[config.mk]
export PLATFORM = sky130hd
export DESIGN_NAME = uart_float_tx
export DESIGN_NICKNAME = d
export VERILOG_FILES = /design/src/rtl/uart_pkg.sv /design/src/rtl/uart_tx_byte.sv /design/src/rtl/uart_float_tx.sv
export SDC_FILE = /design/constraint.sdc
export NUM_CORES = 1
export LEC_CHECK = 0
export BUFFER_PORTS_ARGS = -buffer_cell sky130_fd_sc_hd__buf_2
export CAP_MARGIN = 15
export CORE_AREA = 3 3 124 126
export CTS_CLUSTER_SIZE = 28
export DETAILED_ROUTE_END_ITERATION = 6
export DIE_AREA = 0 0 127 129
export GPL_TIMING_DRIVEN = 0
export HOLD_SLACK_MARGIN = 0.1
export PLACE_DENSITY = 0.4
export REMOVE_ABC_BUFFERS = 1
export SLEW_MARGIN = 20
export SYNTH_ARGS = -nofsm -noshare
export SYNTH_HDL_FRONTEND = slang
export SYNTH_HIERARCHICAL = 1
export SYNTH_SLANG_ARGS = --single-unit
[constraint.sdc]
create_clock -name clk_100MHz -period 3.9 [get_ports clk_100MHz]
set_input_delay 0.39 -clock clk_100MHz [delete_from_list [all_inputs] [get_ports clk_100MHz]]
set_output_delay 0.39 -clock clk_100MHz [all_outputs]
set_load 0.01 [all_outputs]
[src/rtl/uart_pkg.sv]
// ---------------------------------------------------------------------------
// uart_pkg
// Shared definitions for the UART float transmitter:
//   - uart_bit_cycles()     : clocks per serial bit for a given clock and baud
//   - ASCII_LF/ASCII_0/ASCII_A : characters used by the hex text format
//   - seq_state_t           : word sequencer states
//   - hex_nibble_to_ascii() : 4-bit value to uppercase ASCII hex digit
// ---------------------------------------------------------------------------
package uart_pkg;

   localparam logic [7:0] ASCII_LF = 8'h0A;
   localparam logic [7:0] ASCII_0  = 8'h30;
   localparam logic [7:0] ASCII_A  = 8'h41;

   typedef enum logic [1:0] {
      SEQ_IDLE,
      SEQ_LOAD,
      SEQ_SEND,
      SEQ_NEXT
   } seq_state_t;

   // Integer division, so the real baud rate is slightly above nominal
   function automatic int uart_bit_cycles(input int clk, input int baud);
      return clk / baud;
   endfunction

   function automatic logic [7:0] hex_nibble_to_ascii(input logic [3:0] nib);
      logic [7:0] ch;
      if (nib < 4'd10) begin
         ch = ASCII_0 + {4'd0, nib};
      end else begin
         ch = ASCII_A + {4'd0, nib} - 8'd10;
      end
      return ch;
   endfunction

endpackage

[src/rtl/uart_tx_byte.sv]
// ---------------------------------------------------------------------------
// uart_tx_byte
// Bit engine: serialises one byte as an 8N1 frame (start 0, data LSB first,
// stop 1), each bit lasting BIT_CYCLES clocks.
// Ports:
//   clk, rst_n  : clock, asynchronous active-low reset
//   start       : one-cycle request to send 'data'
//   data        : byte to send, captured when start is taken
//   tx          : serial line, idles high
//   busy        : a frame is on the line
//   stop_done   : one-cycle pulse inside the stop bit, timed so a sequencer
//                 that hops through two bookkeeping states and then raises
//                 start lands the next start bit on the clock right after
//                 the stop bit ends (needs BIT_CYCLES >= 3)
// ---------------------------------------------------------------------------
module uart_tx_byte #(
   parameter int BIT_CYCLES = 10416
) (
   input  logic       clk,
   input  logic       rst_n,
   input  logic       start,
   input  logic [7:0] data,
   output logic       tx,
   output logic       busy,
   output logic       stop_done
);

   localparam int CW = (BIT_CYCLES > 1) ? $clog2(BIT_CYCLES) : 1;
   localparam logic [CW-1:0] LAST_CNT  = CW'(BIT_CYCLES - 1);
   localparam logic [CW-1:0] EARLY_CNT = CW'(BIT_CYCLES - 3);

   logic [CW-1:0] baud_cnt;
   logic [3:0]    bit_cnt;
   logic [7:0]    shreg;
   logic          active;
   logic          frame_end;

   // bit_cnt: 0 = start bit, 1..8 = data bits, 9 = stop bit
   assign frame_end = active && (bit_cnt == 4'd9) && (baud_cnt == LAST_CNT);

   // Early completion pulse: three clocks before the stop bit ends the
   // sequencer sees it, walks SEND->NEXT->LOAD, and its start request
   // coincides with the final stop-bit clock.
   assign stop_done = active && (bit_cnt == 4'd9) && (baud_cnt == EARLY_CNT);
   assign busy      = active;

   // Frame engine: a start request is honoured when idle or on the very
   // last clock of the stop bit, which gives gap-free back-to-back bytes.
   // tx is a register so the line never glitches between bits.
   always_ff @(posedge clk or negedge rst_n) begin
      if (!rst_n) begin
         tx       <= 1'b1;
         active   <= 1'b0;
         baud_cnt <= '0;
         bit_cnt  <= '0;
         shreg    <= '0;
      end else if (start && (!active || frame_end)) begin
         shreg    <= data;
         tx       <= 1'b0;
         active   <= 1'b1;
         baud_cnt <= '0;
         bit_cnt  <= '0;
      end else if (active) begin
         if (baud_cnt == LAST_CNT) begin
            baud_cnt <= '0;
            if (bit_cnt == 4'd9) begin
               active  <= 1'b0;
               tx      <= 1'b1;
               bit_cnt <= '0;
            end else begin
               bit_cnt <= bit_cnt + 4'd1;
               tx      <= (bit_cnt == 4'd8) ? 1'b1 : shreg[bit_cnt[2:0]];
            end
         end else begin
            baud_cnt <= baud_cnt + CW'(1);
         end
      end
   end

endmodule

[src/rtl/uart_float_tx.sv]
// ---------------------------------------------------------------------------
// uart_float_tx
// Accepts a 32-bit word over valid/ready and sends it most significant byte
// first as 8N1 frames, either as 4 raw bytes (HEX_ASCII=0) or as 8 uppercase
// hex characters followed by a line feed (HEX_ASCII=1).
// Ports:
//   clk_100MHz    : clock
//   reset_n       : asynchronous active-low reset
//   result        : word to send, captured on acceptance
//   result_valid  : result is presented
//   result_ready  : high while idle; acceptance = valid && ready at an edge
//   tx            : serial line, idles high
//   busy          : a word is being sent (inverse of result_ready)
//   done_tick     : one-cycle pulse on the last clock of the final stop bit
// ---------------------------------------------------------------------------
module uart_float_tx
   import uart_pkg::*;
#(
   parameter int CLK_FREQ  = 100_000_000,
   parameter int BAUD      = 9600,
   parameter int HEX_ASCII = 0
) (
   input  logic        clk_100MHz,
   input  logic        reset_n,
   input  logic [31:0] result,
   input  logic        result_valid,
   output logic        result_ready,
   output logic        tx,
   output logic        busy,
   output logic        done_tick
);

   localparam int BIT_CYCLES = uart_bit_cycles(CLK_FREQ, BAUD);
   localparam int NBYTES     = (HEX_ASCII != 0) ? 9 : 4;
   localparam logic [3:0] LAST_IDX = 4'(NBYTES - 1);

   seq_state_t  state;
   logic [31:0] hold;
   logic [3:0]  idx;
   logic [7:0]  cur_byte;
   logic [3:0]  cur_nibble;
   logic        start;
   logic        stop_done;
   logic        unused_engine_busy;

   // Format mux: pick byte idx of the held word. Index 0 is the most
   // significant byte/nibble, so the bit offset is the inverted index.
   always_comb begin
      cur_byte   = 8'h00;
      cur_nibble = hold[{~idx[2:0], 2'b00} +: 4];
      if (HEX_ASCII != 0) begin
         if (idx == 4'd8) begin
            cur_byte = ASCII_LF;
         end else begin
            cur_byte = hex_nibble_to_ascii(cur_nibble);
         end
      end else begin
         cur_byte = hold[{~idx[1:0], 3'b000} +: 8];
      end
   end

   // The engine registers the byte on the edge that ends LOAD, so decoding
   // start from the state keeps acceptance-to-start-bit latency at one clock.
   assign start = (state == SEQ_LOAD);
   assign busy  = !result_ready;

   // Word sequencer. result_ready is registered alongside the state and
   // mirrors state == IDLE; new words are ignored everywhere else, so the
   // holding register only changes on acceptance.
   always_ff @(posedge clk_100MHz or negedge reset_n) begin
      if (!reset_n) begin
         state        <= SEQ_IDLE;
         hold         <= '0;
         idx          <= '0;
         done_tick    <= 1'b0;
         result_ready <= 1'b1;
      end else begin
         done_tick <= 1'b0;
         case (state)
            SEQ_IDLE: begin
               if (result_valid) begin
                  hold         <= result;
                  idx          <= '0;
                  result_ready <= 1'b0;
                  state        <= SEQ_LOAD;
               end
            end
            SEQ_LOAD: begin
               state <= SEQ_SEND;
            end
            SEQ_SEND: begin
               if (stop_done) begin
                  state <= SEQ_NEXT;
               end
            end
            SEQ_NEXT: begin
               if (idx == LAST_IDX) begin
                  done_tick    <= 1'b1;
                  result_ready <= 1'b1;
                  state        <= SEQ_IDLE;
               end else begin
                  idx   <= idx + 4'd1;
                  state <= SEQ_LOAD;
               end
            end
            default: begin
               result_ready <= 1'b1;
               state        <= SEQ_IDLE;
            end
         endcase
      end
   end

   uart_tx_byte #(
      .BIT_CYCLES(BIT_CYCLES)
   ) u_tx_byte (
      .clk      (clk_100MHz),
      .rst_n    (reset_n),
      .start    (start),
      .data     (cur_byte),
      .tx       (tx),
      .busy     (unused_engine_busy),
      .stop_done(stop_done)
   );

endmodule

* After elaboration in Yosys (flattened, before gate mapping)
Index checks and enable logic that the tools add are counted. Widths: inputs -> output; s select.
Storage, ports and cells: word-level logic and storage cells 74, register bits after elaboration 68, output and inout port bits 4
Operators by class: $lt $le $gt $ge 1, shifts and indexed selects 1, equality and inequality tests 12, reductions and logical operators 16, bitwise gates (word level) 1, add/subtract/negate cells 3, muxes and demuxes 30
Operator list (number):
- $mux 14 | 3
- $shiftx 32x6->8 | 1
- $eq 14x14->1 const B | 2
- $mux 4 | 6
- $mux 1 | 15
- $add 14x1->14 const B | 1
- $add 4x1->4 const B | 2
- $eq 4x4->1 const B | 2
- $ne 2x2->1 const B | 4
- $pmux 2 s4 | 1
- $pmux 4 s2 | 1
- $reduce_and 2->1 | 3
- $reduce_and 3->1 | 2
- $reduce_bool 2->1 | 3
- $eq 2x2->1 const B | 2
- $eq 4x2->1 const B | 1
- $logic_and 1x1->1 | 4
- $lt 3x4->1 const B | 1
- $mux 2 | 2
- $bmux 1 s3 | 1
- $eq 2x1->1 const B | 1
- $logic_not 1->1 | 2
- $logic_not 2->1 | 1
- $not 2->2 | 1
- 2 further kinds | 2

* Longest topological paths before layout
Gate-level depths: netlist of run 1.
word-level depth 7, depth in mapped cells 8, depth with buffers taken out 7

* Hierarchy
The synthesis of run 1 kept the hierarchy.
Modules (own cells, without submodules):
- uart_float_tx | cells an instance 130, instances 1, area an instance 1894.3 sq um
- uart_tx_byte | cells an instance 151, instances 1, area an instance 1534.0 sq um

* Least setup slack after synthesis of run 1
OpenSTA, ideal clock, no wires.
kind reg-to-reg, start point register state[1], end point register u_tx_byte.shreg[0], required time 3.775 ns, slack 1.871 ns, library setup time 0.125 ns, stages on the path, launching flop included 7, arrival time 1.905 ns, path through dfrtp_1 -> inv_1 -> ha_1 -> inv_1 -> or4_4 -> o21ai_4 -> mux2_2
On the way: word-level cells in the longest chain between the ends 2
Ends and longest elaborated chain:
- from (decl) | RTL line uart_float_tx.sv:37 | seq_state_t state;
- from (signal assigned) | RTL line uart_float_tx.sv:72 | state <= SEQ_IDLE;
- from (signal assigned) | RTL line uart_float_tx.sv:85 | state <= SEQ_LOAD;
- from (signal assigned) | RTL line uart_float_tx.sv:89 | state <= SEQ_SEND;
- $eq 2x1->1 | RTL line uart_float_tx.sv:64 | assign start = (state == SEQ_LOAD);
- net start | RTL line uart_float_tx.sv:42 | logic start;
- $logic_and 1x1->1 | RTL line uart_tx_byte.sv:57 | end else if (start && (!active || frame_end)) begin
- to (signal assigned) | RTL line uart_tx_byte.sv:58 | shreg <= data;
- to (decl) | RTL line uart_tx_byte.sv:34 | logic [7:0] shreg;
The timed path passes the listed nets, and every way through them passes these cells. A chain may end at the register's enable or synchronous reset.

* Worst setup path in the final report of run 1
start point register state[1], end point register u_tx_byte.shreg[1]
The elaborated chain is that of the path after synthesis.

==> qor.csv, run 1 <==
metric;value;unit
hold_viol;0;
hpwl;4770;µm
placed_cell_area;3810;µm²
critical_path.max_fanout;10;
setup_viol;0;
syn_inst;281;
design_area;4120;µm²
clk_latency;330;ps
num_antenna_cells;0;
syn_avg_cell_area;12.2;µm²
drive_gt1_share;35.9;%
grt_antenna_before_repair;0;
yosys_warnings;6;
grt_max_degree;44;
synth-async-reset-ratio;100;%
worst_pin_slew;776;ps
clockBufferDepth;2;
h-tree-depth;3;
cts_buffers;9;
ys_ff_latch;68;
synth_edf_count;0;
postRouteAntennaNets;0;
core;14400;µm²
drv_cap;0;
p_per_area;376;nW/µm²
root_buffer;clkbuf_16;
final_common_cell;dfrtp_1;
port_buffers;38;
die_w;127;µm
layout_common_cells;dfrtp_1 (66), mux2_2 (41), buf_2 (37);
clk_pin_slew;60;ps
syn-cell-area;3430;µm²
setup-tns-final;0;ps
hp-class;input pin to flop;
grt_util_all_layers;9.32;%
maxSlewHeadroom;48.1;%
synth_cell_types;49;
end_kind;flop;
finalClockSkew;6.35;ps
syn_to_final_growth;20.2;%
dp_slack;1570;ps
drt_first_pass_iters;4;
finalWorstSetupSlack;1610;ps
cp.required;4110;ps
post-route-min-period;2290;ps
cts.sinks;68;
first_global_vias;2394;
fin_nets;360;
num_rows;44;
irDropWorstVdd;211;µV
p_leak;0.00188;µW
wl;6960;µm
fin_crit_sh;58.7;%
startpoint_type;flop;
rsz0062_at_grt;false;
cts_tree;yes;
grt_pass1_wl;12100;µm
place_congestion;0.717;
dr_total_vias;2279;
synth_flop_cell;dfrtp_1;
max_freq;437;MHz
cts_setup_buffers;0;
overflow;0;
ios;39;
start_util;23.8;%
drt-initial-drc-count;148;
die-area;16400;µm²
wire_per_inst;13.7;µm
viasPerCell;4.50;
critPathArrivalTime;2500;ps
nFillCells;1549;
drc;0;
crit_type;flop to flop;
chipHeight;129;µm
drv_slew;0;
status;finished clean;
seq_area_frac_synth;49.7;%
## report_power, final
part / leakage, µW / internal (µW) / switching [µW] / total [µW]
Combinational: 0.000831 / 16.1 / 19.5 / 35.6
Sequential: 0.000902 / 706 / 0 / 706
Clock: 0.000147 / 512 / 296 / 807
## per-layer routing
layer | track usage [%] | vias up | part of all wire (%)
met4 | 3.41 | 0 | 1.6
met5 | 0 | - | 0
li1 | - | 1101 | -
met2 | 15.0 | 43 | 47
met1 | 11.5 | 1128 | 46
met3 | 3.36 | 7 | 5.4
## synth_stat cells, types with 7 or more instances
cell | n | area (µm²)
mux4_2 | 9 | 203
nand2_1 | 16 | 60.1
nand3_1 | 13 | 65.1
clkbuf_1 | 7 | 26.3
nand4_1 | 7 | 43.8
o21ai_0 | 9 | 45.0
inv_1 | 8 | 30.0
mux2_2 | 41 | 462
dfrtp_1 | 66 | 1650
xor2_1 | 8 | 70.1
ha_1 | 7 | 87.6
nor2_1 | 14 | 52.6
## final cells by class
type	count	area (µm²)	area share (%)
Clock buffer	12	246	5.98
Clock inverter	4	48.8	1.18
Inverter	9	33.8	0.820
Multi-Input combinational cell	190	1630	39.5
Sequential cell	68	1700	41.4
Tap cell	184	230	5.59
Timing Repair Buffer	40	230	5.59
## worst max-delay path: stages, from the launching register on
cell	delay (ps)
dfrtp_1	410
inv_1	110
ha_1	280
inv_1	90
or4_4	560
o21ai_4	340
mux2_2	380
## metrics by stage
stage	power, µW	hold slack [ps]	util [%]	std cells
after global routing	1620	279	28.6	507
after detailed placement	756	353	26.4	490
after floorplan	719	94.4	-	267
after global placement	752	483	26.2	489
final	1550	292	28.6	507
after CTS	1590	277	28.6	507
## registers in the layout, summed over array words and instances (netlist names)
name                flops
u_tx_byte/busy          1
result_ready            1
state                   2
hold                   32
u_tx_byte/shreg         8
u_tx_byte/bit_cnt       4
u_tx_byte/baud_cnt     14
idx                     4
u_tx_byte/tx            1
done_tick               1
## cell families (layout without fill, tap and decap cells)
logic type | Yosys count | after routing | share of synthesized area (%)
simple gates | 90 | 90 | 15.7
flops | 68 | 68 | 49.7
mux | 51 | 51 | 19.7
compound gates | 34 | 34 | 7.45
buf+inv | 23 | 65 | 2.85
xor+xnor | 8 | 8 | 2.04
fa+ha+maj | 7 | 7 | 2.55
## repair_timing
item                                   CTS  global route
endpoints found under the hold margin   24             0
gates resized for setup                  0             0
hold buffers                             1             0
## path summary, 6_finish.rpt
check,endpoint,slack [ps],start,cells after the start
max in group asynchronous,result_ready,2770,reset_n,3
worst max register to register,u_tx_byte/shreg[1],1610,state[1],6
worst max-delay path,u_tx_byte/shreg[1],1610,state[1],6
worst min-delay path,hold[2],290,result[2],2
min in group asynchronous,idx[2],540,reset_n,2
worst min register to register,u_tx_byte/tx,480,u_tx_byte/tx,2
Note: power is estimated with default switching activity, not from simulation.
==> run 2, diff against run 1 <==
Settings changed: PLACE_DENSITY 0.4 to 0.41.
Clock period 3.9 ns to 2 ns, I/O delays scaled along.
==> qor.csv, run 2 (synthesis gave the netlist of run 1 again) <==
metric;value;unit;change
die-area;16400;µm²;unchanged
end_kind;flop;;unchanged
comb_power_share;3.6;%;was 2.3%
critical_path.max_fanout;5;;was 10
hold_viol;0;;unchanged
clk_pin_slew;60;ps;about the same
crit_type;flop to flop;;unchanged
rsz0062_at_grt;true;;was false
post-route-min-period;1950;ps;was 2290 ps
place_congestion;0.702;;was 0.717
num_antenna_cells;0;;unchanged
cts_buffers;9;;unchanged
ios;39;;unchanged
fin_hold_ws;112;ps;was 292 ps
cts.sinks;68;;unchanged
max_freq;512;MHz;was 437 MHz
internal-power;2410;µW;was 1230 µW
clk_latency;330;ps;about the same
fin_crit_sh;97.7;%;was 58.7%
hp-class;input pin to flop;;unchanged
crit_start;state[1];;unchanged
startpoint_type;flop;;unchanged
start_util;23.8;%;unchanged
viasPerCell;4.43;;was 4.50
drt_first_pass_iters;4;;unchanged
drc;0;;unchanged
r2r_start;state[1];;unchanged
irDropWorstVdd;280;µV;was 211 µV
fin_nets;397;;was 360
h-tree-depth;3;;unchanged
top_register;hold;;unchanged
switching_share;21.7;%;was 20.4%
placed_cell_area;3810;µm²;about the same
p_per_area;674;nW/µm²;was 376 nW/µm²
p_leak;0.00205;µW;was 0.00188 µW
top_layer_used;met4;;unchanged
overflow;0;;unchanged
design_area;4570;µm²;was 4120 µm²
wl;7220;µm;was 6960 µm
chipHeight;129;µm;unchanged
dr_total_vias;2412;;was 2279
routed-wl-met2;3290;µm;was 3250 µm
wire_per_inst;13.3;µm;was 13.7 µm
drv_cap;0;;unchanged
cp.required;2220;ps;was 4110 ps
final_util;31.7;%;was 28.6%
clkPwrFrac;51.7;%;was 52.1%
routedLengthMet1;3540;µm;was 3220 µm
postRouteAntennaNets;0;;unchanged
clockBufferDepth;2;;unchanged
port_buffers;38;;unchanged
reg2reg_slack;50;ps;was 1610 ps
grt_antenna_before_repair;0;;unchanged
critPathArrivalTime;2170;ps;was 2500 ps
reg2regPathDepth;7;;was 6
die_w;127;µm;unchanged
net-switching-power;667;µW;was 315 µW
maxSlewHeadroom;65.9;%;was 48.1%
setup.worst_path.end;u_tx_byte/shreg[3];;was u_tx_byte/shreg[1]
root_buffer;clkbuf_16;;unchanged
num_rows;44;;unchanged
final_common_cell;dfrtp_1;;unchanged
layout_common_cells;dfrtp_1 (60), buf_2 (37), mux2_2 (33);;was dfrtp_1 (66), mux2_2 (41), buf_2 (37)
grt_max_degree;40;;was 44
setup_viol;0;;unchanged
status;finished clean;;unchanged
worst_pin_slew;512;ps;was 776 ps
top_regs;hold x32, u_tx_byte/baud_cnt x14, u_tx_byte/shreg x8;;unchanged
grt_util_all_layers;9.59;%;was 9.32%
largest_reg_flops;32;;unchanged
finalClockSkew;7.40;ps;was 6.35 ps
p_seq_share;44.7;%;was 45.6%
drv_slew;0;;unchanged
grt_pass1_wl;12400;µm;was 12100 µm
wl_met3;234;µm;was 378 µm
syn_to_final_growth;33.3;%;was 20.2%
drive_gt1_share;39.7;%;was 35.9%
regToRegEndpoint;u_tx_byte/shreg[3];;was u_tx_byte/shreg[1]
drt-initial-drc-count;70;;was 148
hpwl;4820;µm;was 4770 µm
first_global_vias;2488;;was 2394
cts_tree;yes;;unchanged
core;14400;µm²;unchanged
[run 2: changes by cell type in the layout (fill, tap and decap cells not counted), moves of 6 or more]
cell and change:
dfrtp_2 +6, dlygate4sd3_1 +28, dfrtp_1 -6, buf_4 +7, mux2_4 +8, mux2_2 -8
[run 2: stage by stage]
step                      TNS [ps]  total power (µW)  worst slack (ps)  cells
final                            0              3080              45.3    544
after global routing         -42.7              3220             -11.4    544
after CTS                     -226              3150             -69.4    542
after detailed placement     -5340              1470              -309    490
after global placement       -5170              1470              -283    489
after floorplan               -235              1400             -29.4    267
[run 2: worst min path at each step]
stage,slack [ps],cells past startpoint,endpoint,startpoint
2_1_floorplan,-100,0,done_tick,reset_n
3_3_place_gp,430,2,hold[17],result[17]
3_5_place_dp,170,1,u_tx_byte/baud_cnt[12],reset_n
4_1_cts,100,2,hold[8],result[8]
5_1_grt,110,2,hold[8],result[8]
6_report,110,2,hold[8],result[8]
[run 2: area by class of cell]
cell class / count / area, µm²
Timing Repair Buffer: 77 / 596
Multi-Input combinational cell: 190 / 1700
Tap cell: 184 / 230
Clock inverter: 7 / 76.3
Sequential cell: 68 / 1710
Fill cell: 1481 / 9850
Inverter: 9 / 33.8
Clock buffer: 9 / 225
[run 2: routing by layer]
layer | up-vias | track usage [%]
met4 | 0 | 4.92
met1 | 1179 | 12.6
met3 | 13 | 2.08
li1 | 1178 | -
met2 | 42 | 15.0
met5 | - | 0
[run 2: power groups by stage]
| stage | clock network (µW) | logic, µW | registers [µW] |
|---|---|---|---|
| 2_1_floorplan | 0 | 1.26 | 1400 |
| 3_3_place_gp | 0 | 65.0 | 1400 |
| 3_5_place_dp | 0 | 71.2 | 1400 |
| 4_1_cts | 1660 | 113 | 1380 |
| 5_1_grt | 1720 | 125 | 1370 |
| 6_report | 1590 | 110 | 1380 |
[run 2: timing repair]
item,4_1_cts,5_1_grt
gates cloned,1,0
gates resized for setup,16,15
buffers inserted,7,2
setup endpoints to repair,44,21
pin swaps,3,2
hold endpoints to repair,55,1
hold buffers,28,1
[run 2: worst max-delay path: stages, from the launching register on]
cell and delay, ps:
dfrtp_1 390, inv_2 80, ha_4 130, inv_2 30, or4_4 520, o21ai_4 210
clkbuf_16 190, mux2_4 290
==> run 3, diff against run 2 <==
Settings changed: PLACE_DENSITY 0.41 to 0.4, RECOVER_POWER set to 50, REMOVE_ABC_BUFFERS 1 to unset.
Clock period 2 ns to 1.9 ns, I/O delays scaled along.
==> qor.csv, run 3 (synthesis gave the netlist of run 1 again) <==
metric;value;unit;change
hold_viol;0;;unchanged
violations;negative setup slack;;
dr_total_vias;2571;;was 2412
post-route-min-period;1980;ps;was 1950 ps
finalClockSkew;8.55;ps;was 7.40 ps
wl;8080;µm;was 7220 µm
dp_slack;-284;ps;was -309 ps
start_util;23.8;%;unchanged
final_common_cell;dfrtp_1;;unchanged
hpwl;5350;µm;was 4820 µm
root_buffer;clkbuf_16;;unchanged
design_area;4710;µm²;was 4570 µm²
rsz0062_at_grt;true;;unchanged
critPathArrivalTime;2200;ps;was 2170 ps
die-area;16400;µm²;unchanged
irDropWorstVdd;371;µV;was 280 µV
die_w;127;µm;unchanged
clk_latency;340;ps;was 330 ps
nFillCells;1472;;was 1481
h-tree-depth;3;;unchanged
ios;39;;unchanged
grt_util_all_layers;10.6;%;was 9.59%
drt_first_pass_iters;5;;was 4
overflow;0;;unchanged
p_per_area;672;nW/µm²;was 674 nW/µm²
crit_type;flop to flop;;unchanged
setup.worst_path.end;u_tx_byte/shreg[3];;unchanged
placed_cells;504;;was 490
drive_gt1_share;40.7;%;was 39.7%
clockBufferDepth;2;;unchanged
chipHeight;129;µm;unchanged
drc;0;;unchanged
p_leak;0.00214;µW;was 0.00205 µW
hp-class;input pin to flop;;unchanged
startpoint_type;flop;;unchanged
place_congestion;0.709;;was 0.702
grt_antenna_before_repair;0;;unchanged
cts_tree;yes;;unchanged
seqCellArea;1710;µm²;about the same
cp.required;2120;ps;was 2220 ps
worst_pin_slew;1010;ps;was 512 ps
layout_common_cells;dfrtp_1 (65), buf_2 (40), mux2_2 (32), dlygate4sd3_1 (32), buf_4 (18);;was dfrtp_1 (60), buf_2 (37), mux2_2 (33)
num_antenna_cells;0;;unchanged
critical_path.max_fanout;5;;unchanged
p_total;3160;µW;was 3080 µW
r2r_start;state[1];;unchanged
core;14400;µm²;unchanged
postRouteAntennaNets;0;;unchanged
maxSlewHeadroom;32.9;%;was 65.9%
reg2regPathDepth;6;;was 7
multi_input_comb_area;1740;µm²;was 1700 µm²
hold_start;result[28];;was result[8]
num_rows;44;;unchanged
finalWorstSetupSlack;-81.8;ps;was 45.3 ps
wire_per_inst;14.2;µm;was 13.3 µm
status;complete, but fails checks;;was finished clean
regToRegEndpoint;u_tx_byte/shreg[3];;unchanged
cts.sinks;68;;unchanged
syn_to_final_growth;37.3;%;was 33.3%
fin_nets;420;;was 397
drt-initial-drc-count;66;;was 70
top_regs;hold x32, u_tx_byte/baud_cnt x14, u_tx_byte/shreg x8;;unchanged
top_register;hold;;unchanged
clk_pin_slew;60;ps;about the same
port_buffers;38;;unchanged
fin_crit_sh;104;%;was 97.7%
largest_reg_flops;32;;unchanged
reg2reg_slack;-80;ps;was 50 ps
viasPerCell;4.53;;was 4.43
setup_viol;5;;was 0
first_global_vias;2747;;was 2488
drv_slew;0;;unchanged
grt_max_degree;53;;was 40
max_freq;505;MHz;was 512 MHz
grt_pass1_wl;13800;µm;was 12400 µm
crit_start;state[1];;unchanged
syn-num-nets;323;;
end_kind;flop;;unchanged
drv_cap;0;;unchanged
stdcell_count;567;;was 544
placed_cell_area;3890;µm²;was 3810 µm²
cts_buffers;9;;unchanged
## run 3: how the worst min path moves through the flow
stage | endpoint | slack [ps] | cells past startpoint
final | hold[28] | 120 | 2
after floorplan | done_tick | -110 | 0
after global routing | hold[28] | 130 | 2
after detailed placement | u_tx_byte/baud_cnt[9] | 90 | 1
after CTS | hold[28] | 110 | 2
after global placement | hold[2] | 420 | 2
## run 3: worst max-delay path: stages, from the launching register on
cell     delay (ps)
dfrtp_1         390
inv_2            80
ha_4            140
inv_2            40
or4_4           580
o21ai_4         320
mux2_4          330
## run 3: area by class of cell
cell class | instances | share of cell area, %
well taps | 184 | 4.89
inverters | 9 | 0.718
repair buffers | 87 | 13.6
multi-input cells | 191 | 37.0
flip-flops and latches | 68 | 36.2
plain buffers | 12 | 1.57
clock buffers | 9 | 4.78
clock inverters | 7 | 1.20
## run 3: per-layer routing
metal / global-route usage [%] / wire length [µm] / share of wire (%)
met3: 3.03 / 311 / 3.9
met2: 17.1 / 3870 / 48
met4: 4.04 / 147 / 1.8
met5: 0 / 0 / 0
met1: 13.7 / 3750 / 46
## run 3: stage by stage
| stage | setup TNS [ps] | util, % | hold WS, ps |
|---|---|---|---|
| final | -401 | 32.6 | 118 |
| after global routing | -777 | 32.6 | 126 |
| after CTS | -332 | 32.0 | 108 |
| after detailed placement | -2950 | 27.0 | 88.5 |
| after global placement | -2610 | 26.8 | 422 |
| after floorplan | -553 | - | -106 |
## run 3: where the power goes
part / internal [µW] / leakage [µW] / switching, µW
registers: 1450 / 0.000900 / 0
clock network: 901 / 0.000137 / 696
logic: 69.8 / 0.00111 / 49.2
## run 3: timing repair
item	in CTS	in global routing
hold buffers	32	0
setup endpoints to repair	44	17
resized for setup	18	18
cloned	1	0
hold endpoints to repair	98	0
buffers inserted	7	9
pin swaps	4	7
